## src/rtl/alu_pkg.sv

```systemverilog
// Shared ALU definitions: opcode encodings and the sequencer FSM state encoding.
// Imported by the UART/ALU sequencer and any block that decodes opcodes.
package alu_pkg;

   localparam logic [5:0] ADD = 6'b100000;
   localparam logic [5:0] SUB = 6'b100010;
   localparam logic [5:0] AND = 6'b100100;
   localparam logic [5:0] OR  = 6'b100101;
   localparam logic [5:0] XOR = 6'b100110;
   localparam logic [5:0] SRA = 6'b000011;
   localparam logic [5:0] SRL = 6'b000010;
   localparam logic [5:0] NOR = 6'b100111;

   typedef enum logic [2:0] {
      WAIT_A  = 3'd0,
      WAIT_B  = 3'd1,
      WAIT_OP = 3'd2,
      EXEC    = 3'd3,
      SEND    = 3'd4,
      WAIT_TX = 3'd5
   } state_t;

endpackage

```

## src/rtl/alu_uart_interface.sv

```systemverilog
// Collects operand A, operand B, opcode from UART; one-cycle ALU strobe, then transmits the result (opcode byte -> tx_start: 2 cycles).
// No rx backpressure: bytes arriving while executing/transmitting are dropped and flagged with a one-cycle overrun pulse.
module alu_uart_interface
   import alu_pkg::*;
#(
   parameter int NB_DATA_BUS = 8,
   parameter int NB_OPCODE   = 6
) (
   input  logic                   i_clock,
   input  logic                   i_reset,
   input  logic [7:0]             i_rx_data,
   input  logic                   i_rx_done,
   output logic [7:0]             o_tx_data,
   output logic                   o_tx_start,
   input  logic                   i_tx_done,
   output logic [NB_DATA_BUS-1:0] o_first_operator,
   output logic [NB_DATA_BUS-1:0] o_second_operator,
   output logic [NB_OPCODE-1:0]   o_opcode,
   output logic                   o_alu_valid,
   input  logic [NB_DATA_BUS-1:0] i_alu_result,
   output logic                   o_rx_overrun,
   output logic                   o_busy
);

   state_t state;

   // Outputs are set on entry to the state that owns them, so every strobe is a clean register.
   always_ff @(posedge i_clock) begin
      if (!i_reset) begin
         state             <= WAIT_A;
         o_first_operator  <= '0;
         o_second_operator <= '0;
         o_opcode          <= '0;
         o_alu_valid       <= 1'b0;
         o_tx_start        <= 1'b0;
         o_tx_data         <= '0;
         o_rx_overrun      <= 1'b0;
         o_busy            <= 1'b0;
      end else begin
         o_alu_valid  <= 1'b0;
         o_tx_start   <= 1'b0;
         o_rx_overrun <= 1'b0;
         case (state)
            WAIT_A: begin
               if (i_rx_done) begin
                  o_first_operator <= i_rx_data;
                  o_busy           <= 1'b1;
                  state            <= WAIT_B;
               end
            end
            WAIT_B: begin
               if (i_rx_done) begin
                  o_second_operator <= i_rx_data;
                  state             <= WAIT_OP;
               end
            end
            WAIT_OP: begin
               if (i_rx_done) begin
                  o_opcode    <= i_rx_data[NB_OPCODE-1:0];
                  o_alu_valid <= 1'b1;
                  state       <= EXEC;
               end
            end
            EXEC: begin
               // ALU output is gated by o_alu_valid, which is high exactly this cycle.
               o_tx_data    <= i_alu_result;
               o_tx_start   <= 1'b1;
               o_rx_overrun <= i_rx_done;
               state        <= SEND;
            end
            SEND: begin
               o_rx_overrun <= i_rx_done;
               state        <= WAIT_TX;
            end
            WAIT_TX: begin
               o_rx_overrun <= i_rx_done;
               if (i_tx_done) begin
                  o_busy <= 1'b0;
                  state  <= WAIT_A;
               end
            end
            default: begin
               o_busy <= 1'b0;
               state  <= WAIT_A;
            end
         endcase
      end
   end

endmodule

```

## config.mk

```make
export PLATFORM = sky130hd
export DESIGN_NAME = alu_uart_interface
export DESIGN_NICKNAME = d
export VERILOG_FILES = /design/src/rtl/alu_pkg.sv /design/src/rtl/alu_uart_interface.sv
export SDC_FILE = /design/constraint.sdc
export NUM_CORES = 1
export LEC_CHECK = 0
export BUFFER_PORTS_ARGS = -buffer_cell sky130_fd_sc_hd__buf_2
export CAP_MARGIN = 20
export CELL_PAD_IN_SITES_DETAIL_PLACEMENT = 1
export CELL_PAD_IN_SITES_GLOBAL_PLACEMENT = 2
export CORE_AREA = 5 5 72 81
export CTS_BUF_LIST = sky130_fd_sc_hd__clkbuf_8
export DETAILED_ROUTE_END_ITERATION = 12
export DIE_AREA = 0 0 77 86
export PLACE_DENSITY = 0.84
export SLEW_MARGIN = 40
export SYNTH_ARGS = -nofsm -noshare
export SYNTH_HDL_FRONTEND = slang
export SYNTH_SLANG_ARGS = --single-unit
```

## constraint.sdc

```tcl
create_clock -name i_clock -period 2.1 [get_ports i_clock]
set_clock_uncertainty 0.15 [all_clocks]
set_input_delay 0.42 -clock i_clock [delete_from_list [all_inputs] [get_ports i_clock]]
set_output_delay 0.42 -clock i_clock [all_outputs]
set_load 0.02 [all_outputs]
```

* Word-level counts from Yosys, hierarchy flattened
Cells that the tools add are included.
** Word-level totals
- Bits in registers :: 37
- Output and inout port bits :: 34
- Word-level logic and storage cells :: 39
** Operators by class
- Eq/ne operators :: 9
- Mux-type cells :: 10
- Bitwise logic cells :: 1
- Reduce and logical (&&, ||, !) cells :: 10
** Operators with widths (number)
- $pmux W3 S6 :: 1
- $mux W3 :: 4
- $reduce_and A2 Y1 :: 5
- $ne A2 B2 Y1 const B :: 4
- $eq A3 B2 Y1 const B :: 2
- $eq A3 B3 Y1 const B :: 2
- $mux W1 :: 4
- $reduce_and A4 Y1 :: 1
- $reduce_or A4 Y1 :: 1
- $eq A3 B1 Y1 const B :: 1
- $logic_not A3 Y1 :: 1
- $pmux W1 S3 :: 1
- $reduce_and A3 Y1 :: 1
- $reduce_or A3 Y1 :: 1
- $not A1 Y1 :: 1

* Logic depth before layout (Yosys ltp)
- Depth in word-level cells :: 4
- Gate-level depth with buffers :: 6
- Depth with buffers taken out :: 3

* Least setup slack after synthesis
Ideal clock, no wire load.
- Path type :: register to register
- Start point :: register state[2]
- End point :: register o_first_operator[6]
- Library setup time :: 114 ps
- Arrival :: 1301 ps
- Path slack :: 535 ps
- Stages on the path, launching flop included :: 7
- Path buffers :: 3
- Clock period less this slack :: 1565 ps
- Path through :: dfxtp_1 clkbuf_2 or4b_1 buf_6 buf_8 nand3_2 o21ai_2
** On the way
- Word-level cells in the longest chain between the ends :: 2
** RTL lines
- start, declared :: line alu_uart_interface.sv:25 : state_t state;
- start signal, assigned :: line alu_uart_interface.sv:30 : state <= WAIT_A;
- start signal, assigned :: line alu_uart_interface.sv:48 : state <= WAIT_B;
- start signal, assigned :: line alu_uart_interface.sv:54 : state <= WAIT_OP;
- $logic_not A3 Y1 :: line alu_uart_interface.sv:43 : case (state)
- $reduce_and A2 Y1 (no source line)
- end signal, assigned :: line alu_uart_interface.sv:46 : o_first_operator <= i_rx_data;
- end, declared :: line alu_uart_interface.sv:16 : output logic [NB_DATA_BUS-1:0] o_first_operator,
Every way passes these cells.
A chain may end at the register's enable or synchronous reset.

* Final worst setup path
- Start point :: register state[0]
- End point :: register o_first_operator[2]
The elaborated chain is that of the path after synthesis.

==> impl_results.md <==
- Synthesized flop and latch total: 37
- Reg2Reg Setup Slack: 0.52 ns
- Root Buffer: clkbuf_8
- Routability Congestion: 0.7315
- Final HPWL DP: 2554 um
- Vias/cell: 4.553
- Vias in the first global route: 1171
- Fin crit period: 1.577 ns
- DRC viols: 0
- Final Hold Violating Endpoints: 0
- VDD IR max: 0.3284 mV
- # hold bufs at CTS: 0
- Mean Syn Cell Area: 9.772 um2
- First-pass GRT wire length: 5630 um
- Worst path cell trace: or4b_1, buf_4, nand3_1, o21ai_2
- Post-CTS setup buffer count: 0
- Post-synth cell types: 27
- Final setup violation count: 0
- Max frequency: 0.6340 GHz
- Num CTS Buffers: 5
- DR pass1 iterations: 4
- Via count: 1161
- Cell count after synthesis: 142
- Clock latency on the worst-skew pair: 0.28 ns
- Area Growth Syn to Fin: 31.56%
- Sum of negative setup slack: 0 ns
- Post-DRT Antenna Nets: 0
- Seq/Total Area, Yosys: 53.38%
- Most common cell after layout, fill and taps aside: buf_2
- Critical path origin: state[0]
- Worst setup EP type: flip-flop
- Core Region: 4898 um2
- CP max-delay cell: or4b_1
- Total wire length: 3378 um
- Lkg Pwr: 0.8806 nW
- Area of the multi-input gates: 581.8 um2
- Number of H-tree levels: 2
- Inst Count DP: 247
- RSZ-0062 raised after global routing: false
- WL/cell: 13.25 um
- Storage element area: 740.7 um2
- CTS clk-pin slew, worst paths: 0.08 ns
- Worst r2r dst: o_first_operator[2]
- Ant. Diodes: 0
- Bufs on Longest Clock Path: 2
- Most frequent cells in the layout: 53 x buf_2, 37 x dfxtp_1, 19 x nor2_1, 16 x mux2i_1, 14 x nand3_1
- CP Max Fanout: 17
- Pin count of the biggest net entering global routing: 25
- Crit path capture: o_first_operator[2]
- Number of max-cap violations: 0
- I/O pins: 54
- Initial Utilization: 28.33%
- DIE WIDTH: 77 um
- Syn_nets: 162
- PwrDens: 865.0 nW/um2
- Die Height: 86 um
- CTS resizes: 0
- Max-slew violation count: 0
- CP peak stage delay: 0.54 ns
- Die ar.: 6622 um2
- Reg2reg start: state[0]
- Port Buffers: 53
- Clock sinks: 37
- Status: completed
- Post-Layout Cell Count: 255
- Initial antenna violation count: 0
- Startpoint type of the worst setup path: flip-flop
- Worst slew margin: 64.98%
- DRT iter0 DRCs: 91
- Arr. time, crit path: 1.61 ns
- Post-layout nets: 216
- Req. time, crit path: 2.13 ns
- Congestion Overflow GR: 0
- Std cell rows: 27
- CTS tree: yes
- Worst Tran Pin Value: 0.5224 ns
- Synthesized area: 1388 um2
- Final period util: 75.11%
- Hold_sp: i_alu_result[6]
- Layout cells sized above 1: 39.09%
- Hold Path Class: primary input to flip-flop
- Filler cell count: 585
- GRT Total Usage: 10.54%
- Synthesis Warnings: 0
- Type of the worst setup path: flip-flop to flip-flop
- R2R depth: 4
-- worst max-delay path, delay by kind of cell (launching register included) --
family	cells	cell delay, ns
AO/OA/AOI/OAI	1	0.06
buffers and inverters	1	0.22
AND/OR/NAND/NOR	2	0.66
flip-flops	1	0.37
-- area by class of cell --
type                            count  area share, %
Clock buffer                        6          4.524
Clock inverter                      2          2.056
Inverter                            2         0.4112
Multi-Input combinational cell     92          31.87
Sequential cell                    37          40.58
Tap cell                           58          3.975
Timing Repair Buffer               58          16.59
-- cell usage after synthesis --
library cell | number | area [um2]
a21oi_1 | 4 | 20.02
a21oi_2 | 1 | 8.760
a31oi_1 | 1 | 6.260
buf_1 | 1 | 3.750
buf_2 | 2 | 10.01
buf_6 | 1 | 11.26
buf_8 | 1 | 15.01
clkbuf_1 | 5 | 18.77
clkbuf_2 | 1 | 5.000
dfxtp_1 | 37 | 740.7
inv_1 | 2 | 7.510
mux2i_1 | 16 | 160.2
nand2_1 | 10 | 37.54
nand2b_1 | 2 | 12.51
nand3_1 | 14 | 70.07
nand3_2 | 1 | 10.01
nand3b_1 | 1 | 7.510
nand4bb_1 | 1 | 11.26
nor2_1 | 19 | 71.32
nor2b_1 | 3 | 18.77
nor3_1 | 1 | 5.000
nor3b_1 | 1 | 7.510
nor4bb_1 | 1 | 10.01
o21ai_0 | 6 | 30.03
o21ai_2 | 8 | 70.07
o31a_1 | 1 | 8.760
or4b_1 | 1 | 10.01
-- per-stage QoR --
step / hold slack (ns) / worst slack [ns] / utilization [%] / power (mW) / cell area, um2
2_1_floorplan: 0.3858 / 0.5350 / - / 0.8926 / 1388
6_report: 0.2131 / 0.5226 / 37.27 / 1.579 / 1826
5_1_grt: 0.2076 / 0.3136 / 37.27 / 1.661 / 1826
4_1_cts: 0.2028 / 0.4912 / 37.27 / 1.612 / 1826
3_3_place_gp: 0.3037 / 0.4459 / 34.81 / 0.9538 / 1705
3_5_place_dp: 0.3052 / 0.4038 / 34.81 / 0.9568 / 1705
-- layer usage --
metal  vias to the layer above  part of all wire (%)  GRT usage (%)
li1                        588                     -              -
met1                       542                    46          13.11
met2                        26                    47          16.29
met3                         5                   4.5          3.571
met4                         0                   1.7          5.156
met5                         -                     0              0
-- state kept, by name, summed over array words and instances (netlist names) --
register / flops
o_first_operator: 8
o_second_operator: 8
o_tx_data: 8
o_opcode: 6
state: 3
o_alu_valid: 1
o_busy: 1
o_rx_overrun: 1
o_tx_start: 1
-- where the power goes --
group / internal [mW] / switching (mW)
Clock: 0.386 / 0.257
Sequential: 0.731 / 0.0196
Combinational: 0.0730 / 0.113
-- worst min-delay path by stage --
stage	endpoint	slack [ns]	cells past startpoint
global placement	o_opcode[1]	0.30	2
global route	o_tx_data[2]	0.21	3
floorplan	o_first_operator[6]	0.39	2
CTS	o_tx_data[1]	0.20	3
finish	o_tx_data[6]	0.21	3
detailed placement	o_first_operator[6]	0.31	2
-- logic make-up (layout without fill, tap and decap cells) --
family	after synthesis	count (layout)	synth area share [%]
flip-flops	37	37	53.38
multiplexers	16	16	11.54
AND/OR/NAND/NOR	55	55	19.57
buffers and inverters	13	68	5.139
AO/OA/AOI/OAI	21	21	10.37
(Power assumes the default switching activity.)
